File: config.mk
export PLATFORM = sky130hd
export DESIGN_NAME = snake_cpu_core
export DESIGN_NICKNAME = d
export VERILOG_FILES = /design/src/rtl/snake_cpu_pkg.sv /design/src/rtl/snake_btn_sync.sv /design/src/rtl/snake_cpu_core.sv
export SDC_FILE = /design/constraint.sdc
export NUM_CORES = 1
export LEC_CHECK = 0
export BUFFER_PORTS_ARGS = -buffer_cell sky130_fd_sc_hd__buf_4
export CORE_MARGIN = 3
export CORE_UTILIZATION = 35
export DETAILED_ROUTE_END_ITERATION = 8
export PLACE_DENSITY = 0.57
export SKIP_LAST_GASP = 1
export SYNTH_ARGS = -nofsm -noshare
export SYNTH_HDL_FRONTEND = slang
export SYNTH_SLANG_ARGS = --single-unit
export TNS_END_PERCENT = 10
File: constraint.sdc
create_clock -name clk -period 3.2 [get_ports clk]
set_clock_uncertainty 0.1 [all_clocks]
set_input_delay 0.16 -clock clk [delete_from_list [all_inputs] [get_ports clk]]
set_output_delay 0.16 -clock clk [all_outputs]
set_load 0.1 [all_outputs]
File: src/rtl/snake_cpu_pkg.sv
// Shared opcodes, FSM states, LFSR constants and instruction-field helpers
// for the snake-game CPU core.
package snake_cpu_pkg;

   localparam logic [3:0] OP_NOP  = 4'h0;
   localparam logic [3:0] OP_LDI  = 4'h1;
   localparam logic [3:0] OP_MOV  = 4'h2;
   localparam logic [3:0] OP_ADD  = 4'h3;
   localparam logic [3:0] OP_SUB  = 4'h4;
   localparam logic [3:0] OP_AND  = 4'h5;
   localparam logic [3:0] OP_OR   = 4'h6;
   localparam logic [3:0] OP_XOR  = 4'h7;
   localparam logic [3:0] OP_ADDI = 4'h8;
   localparam logic [3:0] OP_CMP  = 4'h9;
   localparam logic [3:0] OP_JMP  = 4'hA;
   localparam logic [3:0] OP_JF   = 4'hB;
   localparam logic [3:0] OP_IN   = 4'hC;
   localparam logic [3:0] OP_RND  = 4'hD;
   localparam logic [3:0] OP_OUT  = 4'hE;
   localparam logic [3:0] OP_HLT  = 4'hF;

   typedef enum logic [1:0] {FETCH, DECODE, EXEC, HALT} state_t;

   localparam logic [15:0] LFSR_SEED = 16'hACE1;
   // Taps 16,14,13,11 of the Fibonacci polynomial as a bit mask.
   localparam logic [15:0] LFSR_TAPS = 16'hB400;

   // Widest instruction word (DATA_W = 16); narrower words are zero-extended.
   localparam int MAX_INST_W = 24;

   function automatic logic [3:0] inst_op(input logic [MAX_INST_W-1:0] inst, input int inst_w);
      return inst[inst_w-1 -: 4];
   endfunction

   function automatic logic [3:0] inst_ra(input logic [MAX_INST_W-1:0] inst, input int inst_w);
      return inst[inst_w-5 -: 4];
   endfunction

   function automatic logic [3:0] inst_rb(input logic [MAX_INST_W-1:0] inst);
      return inst[3:0];
   endfunction

endpackage

File: src/rtl/snake_btn_sync.sv
// Button conditioning: two-flop synchroniser, rising-edge detect and a sticky
// event register that a set wins over a simultaneous clear.
module snake_btn_sync
   import snake_cpu_pkg::*;
#(
   parameter int W = 4
) (
   input  logic         clk,
   input  logic         reset,
   input  logic [W-1:0] btn,
   input  logic         clr,
   output logic [W-1:0] sticky
);

   logic [W-1:0] sync1, sync2, prev;

   always_ff @(posedge clk or negedge reset) begin
      if (!reset) begin
         sync1  <= '0;
         sync2  <= '0;
         prev   <= '0;
         sticky <= '0;
      end else begin
         sync1  <= btn;
         sync2  <= sync1;
         prev   <= sync2;
         sticky <= (clr ? '0 : sticky) | (sync2 & ~prev);
      end
   end

endmodule

File: src/rtl/snake_cpu_core.sv
// Multicycle accumulator/register CPU for the snake game: handshaked fetch,
// inline register file, button events, LFSR source and frame-buffer port.
module snake_cpu_core
   import snake_cpu_pkg::*;
#(
   parameter int DATA_W = 8,
   parameter int PC_W   = 8,
   parameter int NREGS  = 8,
   parameter int FB_AW  = 3,
   parameter int INST_W = DATA_W + 8
) (
   input  logic              clk,
   input  logic              reset,
   output logic [PC_W-1:0]   imem_addr,
   output logic              imem_req,
   input  logic [INST_W-1:0] imem_data,
   input  logic              imem_valid,
   input  logic [3:0]        btn,
   output logic              fb_we,
   output logic [FB_AW-1:0]  fb_addr,
   output logic [DATA_W-1:0] fb_data,
   output logic              halted
);

   state_t                state;
   logic [PC_W-1:0]       pc;
   logic [INST_W-1:0]     inst_q;
   logic [DATA_W-1:0]     regs [NREGS];
   logic [DATA_W-1:0]     opa, opb, rd_a, rd_b, wr_data;
   logic                  flag, flag_nxt, wr_en, in_clr;
   logic [15:0]           lfsr;
   logic [3:0]            sticky;
   logic [MAX_INST_W-1:0] inst_ext;
   logic [3:0]            op, ra, rb;
   logic [DATA_W-1:0]     imm;
   logic [DATA_W:0]       sum, diff, sum_imm;

   assign inst_ext  = MAX_INST_W'(inst_q);
   assign op        = inst_op(inst_ext, INST_W);
   assign ra        = inst_ra(inst_ext, INST_W);
   assign rb        = inst_rb(inst_ext);
   assign imm       = inst_q[DATA_W-1:0];
   assign imem_addr = pc;
   assign halted    = (state == HALT);
   assign in_clr    = (state == EXEC) && (op == OP_IN);

   snake_btn_sync #(.W(4)) u_btn_sync (
      .clk    (clk),
      .reset  (reset),
      .btn    (btn),
      .clr    (in_clr),
      .sticky (sticky)
   );

   // Out-of-range register indices read as zero.
   always_comb begin
      rd_a = '0;
      rd_b = '0;
      for (int i = 0; i < NREGS; i++) begin
         if (ra == 4'(i)) rd_a = regs[i];
         if (rb == 4'(i)) rd_b = regs[i];
      end
   end

   assign sum     = {1'b0, opa} + {1'b0, opb};
   assign diff    = {1'b0, opa} - {1'b0, opb};
   assign sum_imm = {1'b0, opa} + {1'b0, imm};

   // NOTE: every output of a combinational block gets a default first, so no path leaves it unassigned and no latch is inferred.
   always_comb begin
      wr_en    = 1'b0;
      wr_data  = '0;
      flag_nxt = flag;
      if (state == EXEC) begin
         case (op)
            OP_LDI:  begin wr_en = 1'b1; wr_data = imm; end
            OP_MOV:  begin wr_en = 1'b1; wr_data = opb; end
            OP_ADD:  begin wr_en = 1'b1; wr_data = sum[DATA_W-1:0];     flag_nxt = sum[DATA_W]; end
            OP_SUB:  begin wr_en = 1'b1; wr_data = diff[DATA_W-1:0];    flag_nxt = diff[DATA_W]; end
            OP_AND:  begin wr_en = 1'b1; wr_data = opa & opb; end
            OP_OR:   begin wr_en = 1'b1; wr_data = opa | opb; end
            OP_XOR:  begin wr_en = 1'b1; wr_data = opa ^ opb; end
            OP_ADDI: begin wr_en = 1'b1; wr_data = sum_imm[DATA_W-1:0]; flag_nxt = sum_imm[DATA_W]; end
            OP_CMP:  flag_nxt = (opa == opb);
            OP_IN:   begin wr_en = 1'b1; wr_data = DATA_W'(sticky); end
            OP_RND:  begin wr_en = 1'b1; wr_data = lfsr[DATA_W-1:0]; end
            default: ;
         endcase
      end
   end

   // NOTE: the register file is reset explicitly because programs rely on every register reading 0 after reset.
   always_ff @(posedge clk or negedge reset) begin
      if (!reset) begin
         for (int i = 0; i < NREGS; i++) regs[i] <= '0;
      end else begin
         for (int i = 0; i < NREGS; i++)
            if (wr_en && ra == 4'(i)) regs[i] <= wr_data;
      end
   end

   always_ff @(posedge clk or negedge reset) begin
      if (!reset) lfsr <= LFSR_SEED;
      else        lfsr <= {lfsr[14:0], ^(lfsr & LFSR_TAPS)};
   end

   // NOTE: sequential state uses non-blocking assignments so every register samples pre-edge values.
   always_ff @(posedge clk or negedge reset) begin
      if (!reset) begin
         state    <= FETCH;
         pc       <= '0;
         inst_q   <= '0;
         opa      <= '0;
         opb      <= '0;
         flag     <= 1'b0;
         imem_req <= 1'b0;
         fb_we    <= 1'b0;
         fb_addr  <= '0;
         fb_data  <= '0;
      end else begin
         fb_we <= 1'b0;
         case (state)
            FETCH: begin
               // A valid without an outstanding request is not a handshake.
               if (imem_req && imem_valid) begin
                  inst_q   <= imem_data;
                  pc       <= pc + 1'b1;
                  imem_req <= 1'b0;
                  state    <= DECODE;
               end else begin
                  imem_req <= 1'b1;
               end
            end
            DECODE: begin
               opa   <= rd_a;
               opb   <= rd_b;
               state <= EXEC;
               if (op == OP_OUT) begin
                  fb_we   <= 1'b1;
                  fb_addr <= rd_b[FB_AW-1:0];
                  fb_data <= rd_a;
               end
            end
            EXEC: begin
               flag <= flag_nxt;
               if (op == OP_JMP || (op == OP_JF && flag)) pc <= imm[PC_W-1:0];
               if (op == OP_HLT) begin
                  state <= HALT;
               end else begin
                  state    <= FETCH;
                  imem_req <= 1'b1;
               end
            end
            HALT:    ;
            default: state <= FETCH;
         endcase
      end
   end

endmodule

==> flow_summary.ini, run 1 <==
[clock_network]
numCtsBuffers = 17
cts_root_buf = clkbuf_16
clock_latency_ns = 0.43
cts.sink_count = 152
clock_path_buffers = 2
cts_max_level = 4
path_clk_slew_ns = 0.07
cts_tree = built

[logic_synthesis]
yosysTopAreaCellShare_pct = 40.62
synth_area_leader_cell = dfrtp_1
synth_seq_cells = 152
synthMuxAreaShare_pct = 16.18
async_flop_share_pct = 100.0
synthAdderAreaFrac_pct = 6.037
ys_warn_count = 0
syn_inst = 860
avgSynthCellArea_um2 = 10.32
syn_nets = 924
yosys.area_share.simple_pct = 13.71
ys_top_cells_by_area = dfrtp_1 (41%), mux2_2 (11%), ha_1 (5.4%)
synth_top_family_by_area = compound AO/OA/AOI/OAI gates
synth_top_flop_cell = dfrtp_1
syn-cell-area_um2 = 8871
synthXorXnorAreaFrac_pct = 0.3949
synth_edf_count = 0
ys_seq_area_share_pct = 42.99
synth_cell_types = 73
synth-compound-area-share_pct = 16.39

[placement]
placed_cells = 1215
gp_congestion = 0.9426
dp_slack_ns = 0.3711
portBuffers = 44
post-dp-hpwl_mm = 18.66

[power]
switching_share_pct = 47.82
power_uw = 11830
vdd_drop_max_mv = 0.4322
power_frac_comb_pct = 54.4
power.switching_uw = 5656
power_density_nw_per_um2 = 1126
clkPwrFrac_pct = 18.7
p_seq_share_pct = 26.9
leakagePower_uw = 0.004734
internal-power_uw = 6171

[critical_path]
r2r-start = opa[1]
crit_type = reg -> reg
start_kind = register
cp.required_ns = 3.42
reg2reg_to = regs[31]
end_kind = register
cp_cell_sequence = inv_1 > ha_1 > nor2_1 > o311ai_0 > a31oi_1 > xnor2_1 > o211ai_2 > mux2_2
crit_slowest_cell = o311ai_0
crit_cells = 8
arrival_ns = 3.09
path_delay_family = compound AO/OA/AOI/OAI gates
path_max_fanout = 8
crit_end = regs[31]
cp_slowest_stage_delay_ns = 0.54
worst-path-buf-inv = 1
cp-startpoint = opa[1]
ff2ff_setup_slack_ns = 0.33
r2r_cells = 8

[sta]
period_needed_ns = 2.869
setup_viol = 0
period_share_pct = 89.67
max-slew-margin-rel_pct = 44.18
fmax_ghz = 0.3485
rsz0062_at_grt = false
hold_viol_final = 0
fin_setup_tns_ns = 0
worst_slew_pin_slew_ns = 0.8356
setup_ws_ns = 0.3307
finalMaxSlewViolations = 0

[detailed_routing]
drt_iter0_markers = 542
drtAntennaViolNets = 0
vias_per_cell = 5.539
route.detailed.drc = 0
dr.pass1.iters = 5
dr_wl_met2_mm = 12.30
wl_per_cell_um = 20.43
wirelength_mm = 25.91
met3_length_mm = 1.209
wl_met1_mm = 11.71
routed.top_layer = met4
vias = 7023

[cells_and_area]
diodes = 0
drive_gt1_share_pct = 24.36
syn_to_final_growth_pct = 18.36
final_common_cell = dfrtp_1
fin_cells = 1268
finalNetCount = 996
most-common-layout-cells = dfrtp_1 (144), mux2_2 (90), buf_4 (77)

[floorplanning]
die_area_um2 = 27290
die_y_um = 165.2
fp-row-count = 57
coreArea_um2 = 24600
io_pins = 45
dieWidth_um = 165.2
start_util_pct = 36.05

[min_path]
hp-class = in -> async

[global_routing]
grt_max_degree = 81
grt_pass1_wl_mm = 40.52
grt_overflow = 0
antenna_found_initial = 0
grt.total_usage_pct = 19.57
grt_pass1_vias = 6962

[job]
drv_cap = 0

[outcome]
status = finished clean
==> power by group through the flow <==
stage	sequential, uW	clock [uW]	combinational [uW]
finish	3180	2220	6430
global route	3290	2340	7000
CTS	3180	2260	6380
detailed placement	3210	0	6330
global placement	3190	0	6320
floorplan	3570	0	4030
==> how the worst min path moves through the flow <==
stage                        startpoint                   to  slack (ns)  depth (start not counted)
finish                            reset             regs[24]        0.22                          2
global route        u_btn_sync.sync1[3]  u_btn_sync.sync2[3]        0.25                          0
CTS                             lfsr[9]             lfsr[10]        0.25                          0
detailed placement                reset             regs[49]        0.17                          1
global placement                  reset             regs[24]        0.17                          1
floorplan                         reset           fb_addr[0]       -0.24                          0
==> registers in the layout (all words and copies together) (netlist names) <==
register / flops
fb_addr: 3
fb_data: 8
fb_we: 1
flag: 1
imem_addr: 8
imem_req: 1
inst_q: 16
lfsr: 16
opa: 8
opb: 8
regs: 64
state: 2
u_btn_sync.prev: 4
u_btn_sync.sticky: 4
u_btn_sync.sync1: 4
u_btn_sync.sync2: 4
==> Yosys cell counts, types with 5 or more instances <==
cell / count
dfrtp_1: 144
mux2_2: 90
a21oi_1: 65
nor2_1: 63
nand2_1: 48
o21ai_0: 39
ha_1: 38
inv_1: 37
clkbuf_1: 23
mux2i_1: 23
nor2b_1: 21
nand2b_1: 20
nand3_1: 20
buf_2: 14
nor3_1: 12
o22ai_1: 12
a22o_1: 10
a31oi_1: 10
a211oi_1: 8
a21o_1: 8
and3_1: 8
dfstp_2: 8
mux4_2: 8
a221oi_1: 6
a2bb2oi_1: 6
nor4_1: 6
and2_1: 5
buf_4: 5
nand4_1: 5
o211ai_1: 5
o21ai_1: 5
o21bai_1: 5
o221ai_1: 5
or3_1: 5
==> layer usage <==
layer | vias to the layer above | global-route usage (%)
met5 | - | 0
met3 | 49 | 3.841
li1 | 3299 | -
met1 | 3470 | 26.43
met4 | 0 | 6.024
met2 | 205 | 31.79
==> cell type report <==
| type | count | area (um2) |
|---|---|---|
| fillers | 2418 | 14100 |
| multi-input cells | 622 | 4676 |
| flip-flops and latches | 152 | 3814 |
| repair buffers | 101 | 829.5 |
| clock buffers | 19 | 442.9 |
| well taps | 324 | 405.4 |
| clock inverters | 12 | 190.2 |
| inverters | 38 | 142.6 |
==> cells by family (layout without fill, tap and decap cells) <==
kind of cell | after synthesis | count (layout)
adders and majority gates | 41 | 41
and+or+nand+nor | 235 | 235
buffers and inverters | 86 | 170
DFF | 152 | 152
xor gates and xnor gates | 4 | 4
AOI/OAI and AO/OA | 220 | 220
muxes | 122 | 122
==> through the flow <==
step                instance area (um2)  hold WS (ns)  util [%]
finish                            10500        0.2198     42.67
global route                      10500        0.2547     42.67
CTS                               10500        0.2487     42.67
detailed placement                 9647        0.1708     39.21
global placement                   9647        0.1712     39.21
floorplan                          8871       -0.2356         -
==> what timing repair did <==
item,CTS,global route
resized for setup,0,0
hold endpoints to repair,99,0
setup endpoints to repair,0,0
setup buffers,0,0
hold buffers,22,0
Power figures use the tool's default switching activity.
==> run 2, diff against run 1 <==
--- a/config.mk
+++ b/config.mk
@@ -9,7 +9,6 @@
 export CORE_MARGIN = 3
 export CORE_UTILIZATION = 35
 export DETAILED_ROUTE_END_ITERATION = 8
-export PLACE_DENSITY = 0.57
 export SKIP_LAST_GASP = 1
 export SYNTH_ARGS = -nofsm -noshare
 export SYNTH_HDL_FRONTEND = slang
==> constraint.sdc (replaced) <==
create_clock -name clk -period 3.7 [get_ports clk]
set_clock_uncertainty 0.1 [all_clocks]
set_input_delay 0.185 -clock clk [delete_from_list [all_inputs] [get_ports clk]]
set_output_delay 0.185 -clock clk [all_outputs]
set_load 0.1 [all_outputs]
==> run 2 against run 1 <==
- power shrank 17%
- worst setup slack gained 0.41 ns
- first-iteration DRC count grew 7.4%
- largest power group unchanged
- worst hold slack lost 0.0094 ns
- sequential cell count is the same
- critical path type unchanged
- fmax shrank 3.1%
- global-route usage shrank 0.61 points
- clock-buffer cell count is the same
==> flow_summary.ini, run 2 (synthesis results as in run 1) <==
[global_routing]
grt.total_usage_pct = 18.96
grt_pass1_vias = 6978
antenna_found_initial = 0
use_met2_pct = 31.05
grt_overflow = 0
grt_max_degree = 84
grt_pass1_wl_mm = 39.89
met3_usage_pct = 3.642
use_met1_pct = 25.17
top_usage_layer = met2

[cells_and_area]
most-common-layout-cells = dfrtp_1 (144), mux2_2 (90), a21oi_1 (65)
finalNetCount = 976
syn_to_final_growth_pct = 15.85
top_regs = regs x64, inst_q x16, lfsr x16
final_common_cell = dfrtp_1
top_register = regs
n_fill_cell = 2389
diodes = 0
drive_gt1_share_pct = 23.03
largest_register_ffs = 64

[floorplanning]
io_pins = 45
fp-row-count = 57
die_area_um2 = 27290
start_util_pct = 36.05
dieWidth_um = 165.2
die_y_um = 165.2
coreArea_um2 = 24600

[sta]
finalMaxSlewViolations = 0
max-slew-margin-rel_pct = 35.00
worst_slew_pin_slew_ns = 0.9750
hold_viol_final = 0
setup_viol = 0
setup_ws_ns = 0.7399
fmax_ghz = 0.3378
fin_setup_tns_ns = 0
period_needed_ns = 2.960
period_share_pct = 80.00
rsz0062_at_grt = false

[critical_path]
arrival_ns = 3.17
start_kind = register
end_kind = register
crit_type = reg -> reg
path_max_fanout = 28
cp.required_ns = 3.91

[clock_network]
numCtsBuffers = 17
post_cts_buffers = 0
cts_tree = built
path_clk_slew_ns = 0.07
cts_hold_buffers = 21
cts_resized = 0
cts_root_buf = clkbuf_16
clock_latency_ns = 0.43
cts.sink_count = 152
cts_max_level = 4
clock_path_buffers = 2

[detailed_routing]
drtAntennaViolNets = 0
drt_iter0_markers = 582
vias = 6998
vias_per_cell = 5.603
route.detailed.drc = 0
wirelength_mm = 25.09
wl_per_cell_um = 20.09
dr.pass1.iters = 6

[power]
leakagePower_uw = 0.004595
power_density_nw_per_um2 = 958.0
vdd_drop_max_mv = 0.6355

[outcome]
status = finished clean

[job]
drv_cap = 0

[placement]
portBuffers = 44
dp_slack_ns = 0.8007
gp_congestion = 0.9903
post-dp-hpwl_mm = 17.89

[min_path]
hp-class = in -> async
-- run 2: layout make-up --
class,count,area [um2],area share [%]
Clock buffer,19,452.9,4.407
Clock inverter,13,110.1,1.071
Inverter,38,142.6,1.388
Multi-Input combinational cell,622,4676,45.50
Sequential cell,152,3814,37.11
Tap cell,324,405.4,3.944
Timing Repair Buffer,81,676.9,6.586
-- run 2: worst paths after layout --
kind	endpoint	slack (ns)	start	cells past startpoint
min reg2reg	lfsr[9]	0.25	lfsr[8]	0
min in group clk	state[0]	0.22	imem_valid	4
max	regs[14]	0.74	inst_q[15]	6
max in group asynchronous	lfsr[0]	2.37	reset	3
min	regs[41]	0.21	reset	2
max reg2reg	regs[14]	0.74	inst_q[15]	6
-- run 2: stage by stage --
stage | cells | hold slack (ns) | cell area (um2) | power, uW | utilization [%]
global route | 1249 | 0.2572 | 10280 | 10500 | 41.77
detailed placement | 1196 | 0.1463 | 9504 | 8086 | 38.63
floorplan | 860 | -0.2106 | 8871 | 6573 | -
CTS | 1249 | 0.1979 | 10280 | 9820 | 41.77
global placement | 1196 | 0.1505 | 9504 | 8043 | 38.63
finish | 1249 | 0.2104 | 10280 | 9846 | 41.77
-- run 2: critical path, stage by stage (launching register included) --
cell and delay [ns]:
dfrtp_1 0.98, nand4bb_1 0.47, o22a_1 0.22, nand4_1 0.10
nor4_2 0.28, nand4_2 0.31, mux2_2 0.38
-- run 2: layer usage --
layer	wire [um]	part of all wire (%)
met1	11170	45
met2	11840	47
met3	1373	5.5
met4	706	2.8
met5	0	0
-- run 2: report_power, final --
| part | switching, uW | leakage, uW | total [uW] | internal (uW) |
|---|---|---|---|---|
| clock network | 771 | 0.000267 | 1680 | 912 |
| logic | 3450 | 0.00237 | 5360 | 1920 |
| registers | 641 | 0.00196 | 2800 | 2160 |
| total | 4860 | 0.00459 | 9850 | 4990 |
==> run 3, diff against run 2 <==
--- a/config.mk
+++ b/config.mk
@@ -5,6 +5,7 @@
 export SDC_FILE = /design/constraint.sdc
 export NUM_CORES = 1
 export LEC_CHECK = 0
+export ABC_AREA = 1
 export BUFFER_PORTS_ARGS = -buffer_cell sky130_fd_sc_hd__buf_4
 export CORE_MARGIN = 3
 export CORE_UTILIZATION = 35
==> constraint.sdc (replaced) <==
create_clock -name clk -period 2.6 [get_ports clk]
set_clock_uncertainty 0.1 [all_clocks]
set_input_delay 0.13 -clock clk [delete_from_list [all_inputs] [get_ports clk]]
set_output_delay 0.13 -clock clk [all_outputs]
set_load 0.1 [all_outputs]
==> run 3 against run 2 <==
- combinational power down 98%
- first-iteration DRC count up 36%
- largest cell class unchanged
- synthesized area down 2.2%
- sequential cell count unchanged
- die area down 2.1%
- non-clock buffer count up 15
- worst hold slack worse by 0.15 ns
- routed wire length up 8.7%
- worst setup slack worse by 0.55 ns
- global-route usage up 2.2 points
==> flow_summary.ini, run 3 <==
[outcome]
status = finished clean

[placement]
placed_cells = 1527
dp_slack_ns = 0.2111
gp_congestion = 0.9000
post-dp-hpwl_mm = 20.23
portBuffers = 44

[min_path]
hold_start = imem_valid
hold_end = imem_req
hp-class = in -> reg
holdPathStages = 6

[sta]
rsz0062_at_grt = true
hold_viol_final = 0
finalMaxSlewViolations = 0
period_share_pct = 92.64
setup_ws_ns = 0.1914
worst_slew_pin_slew_ns = 0.7361
fmax_ghz = 0.4152
setup_viol = 0
fin_setup_tns_ns = 0
max-slew-margin-rel_pct = 50.79
period_needed_ns = 2.409

[logic_synthesis]
synthTopCellsByCount = nand2_1 (432), dfrtp_1 (144), inv_1 (114)
ys_seq_area_share_pct = 43.96
yosysTopAreaCellShare_pct = 41.53
yosysMostFrequentCell = nand2_1
synth_seq_cells = 152
syn_inst = 1149
synth_top_flop_cell = dfrtp_1
synth_edf_count = 0
synthAdderAreaFrac_pct = 6.172
synth_cell_types = 47
synthXorXnorAreaFrac_pct = 0.6057
syn-cell-area_um2 = 8676
syn_nets = 1213
ys_top_cells_by_area = dfrtp_1 (42%), nand2_1 (19%), ha_1 (5.5%)
avgSynthCellArea_um2 = 7.551
synth-compound-area-share_pct = 7.543
synth_area_leader_cell = dfrtp_1
ys_warn_count = 0
async_flop_share_pct = 100.0
synth_top_family_by_area = simple AND/OR/NAND/NOR gates
synthMuxAreaShare_pct = 0.3894
yosys.area_share.simple_pct = 34.76

[critical_path]
path_delay_family = simple AND/OR/NAND/NOR gates
cp.required_ns = 2.82
crit_slowest_cell = fa_1
end_kind = register
arrival_ns = 2.63
reg2reg_to = regs[30]
cp_cell_sequence = inv_1 > ha_1 > fa_1 > inv_1 > nand3_1 > nand2_1 > nand2_1 > nand2_1 > nand2_1 > nand3_1 > nand4_2 > nand2_1 > nand2_1
crit_type = reg -> reg
crit_top_cell = nand2_1
path_max_fanout = 8
r2r-start = opa[0]
ff2ff_setup_slack_ns = 0.19
worst-path-buf-inv = 2
r2r_cells = 13
start_kind = register
cp_slowest_stage_delay_ns = 0.41

[detailed_routing]
wirelength_mm = 27.28
vias = 7971
dr.pass1.iters = 5
drtAntennaViolNets = 0
route.detailed.drc = 0
drt_iter0_markers = 794
vias_per_cell = 5.045
wl_per_cell_um = 17.27

[job]
drv_cap = 0

[floorplanning]
die_area_um2 = 26710
fp-row-count = 56
io_pins = 45
dieWidth_um = 163.4
start_util_pct = 36.31
coreArea_um2 = 23890
die_y_um = 163.4

[global_routing]
antenna_found_initial = 0
grt.total_usage_pct = 21.12
grt_pass1_wl_mm = 43.27
grt_max_degree = 61
grt_pass1_vias = 7816
grt_overflow = 0

[clock_network]
cts_tree = built
clock_latency_ns = 0.43
cts.sink_count = 152
path_clk_slew_ns = 0.07
numCtsBuffers = 17
clock_path_buffers = 2
post_cts_buffers = 0
cts_root_buf = clkbuf_16
cts_max_level = 4

[power]
leakagePower_uw = 0.005328
vdd_drop_max_mv = 0.3297
power_density_nw_per_um2 = 479.4

[cells_and_area]
fin_util_pct = 43.53
fin_cells = 1580
finalNetCount = 1312
most-common-layout-cells = nand2_1 (432), dfrtp_1 (144), inv_1 (114)
syn_to_final_growth_pct = 19.87
diodes = 0
top_regs = regs x64, inst_q x16, lfsr x16
largest_register_ffs = 64
final_common_cell = nand2_1
top_register = regs
drive_gt1_share_pct = 13.72
[run 3: cell types whose count changed after synthesis, moves of 21 or more]
cell	delta
nand3_1	+42
mux2_2	-87
nor2_1	+26
mux2i_1	-23
nand2_1	+384
nand4_1	+34
nor2b_1	-21
inv_1	+77
[run 3: kinds of logic (layout without fill, tap and decap cells)]
logic type | Yosys count | after routing
mux | 3 | 3
simple gates | 683 | 683
compound gates | 121 | 121
buf+inv | 143 | 255
xor+xnor | 6 | 6
fa+ha+maj | 41 | 41
flops | 152 | 152
[run 3: worst register-to-register path, stage by stage, from the launching register on]
cell	delay, ns
dfrtp_1	0.40
inv_1	0.08
ha_1	0.23
fa_1	0.41
inv_1	0.08
nand3_1	0.07
nand2_1	0.11
nand2_1	0.08
nand2_1	0.08
nand2_1	0.05
nand3_1	0.08
nand4_2	0.31
nand2_1	0.15
nand2_1	0.07
[run 3: per-stage QoR]
stage	hold slack [ns]	total power (uW)	instance area, um2
2_1_floorplan	-0.2656	2423	8676
3_3_place_gp	0.04605	2506	9600
3_5_place_dp	0.04340	2507	9600
4_1_cts	0.04098	5024	10400
5_1_grt	0.08359	5137	10400
6_report	0.05797	4986	10400
[run 3: where the power goes]
part / switching, uW / total, uW / internal, uW
registers: 3.63 / 2380 / 2370
clock network: 1130 / 2500 / 1380
logic: 58.6 / 107 / 48.4
total: 1190 / 4990 / 3800
[run 3: routing by layer]
| layer | vias up | part of all wire, % | GRT usage, % |
|---|---|---|---|
| met5 | - | 0 | 0 |
| met4 | 0 | 3.3 | 8.112 |
| met3 | 57 | 5.1 | 3.525 |
| met2 | 237 | 47 | 34.39 |
| met1 | 3783 | 45 | 28.19 |
| li1 | 3894 | - | - |
[run 3: layout make-up]
type / count / area (um2)
clock inverters: 13 / 141.4
flip-flops and latches: 152 / 3814
repair buffers: 96 / 814.5
inverters: 127 / 491.7
multi-input cells: 854 / 4297
well taps: 319 / 399.1
clock buffers: 19 / 442.9
fillers: 2420 / 13490
[run 3: timing repair]
| action | CTS | global route |
|---|---|---|
| gates resized for setup | 0 | 1 |
| hold buffers | 21 | 0 |
| endpoints found under the setup margin | 0 | 4 |
| hold endpoints to repair | 78 | 0 |
[run 3: worst max-delay path by stage]
| stage | endpoint | cells past startpoint | startpoint |
|---|---|---|---|
| after floorplan | imem_addr[7] | 7 | imem_addr[2] |
| after global placement | regs[52] | 9 | opa[3] |
| after detailed placement | regs[44] | 11 | opb[0] |
| after CTS | regs[20] | 11 | opb[0] |
| after global routing | regs[30] | 11 | opb[3] |
| final | regs[30] | 13 | opa[0] |
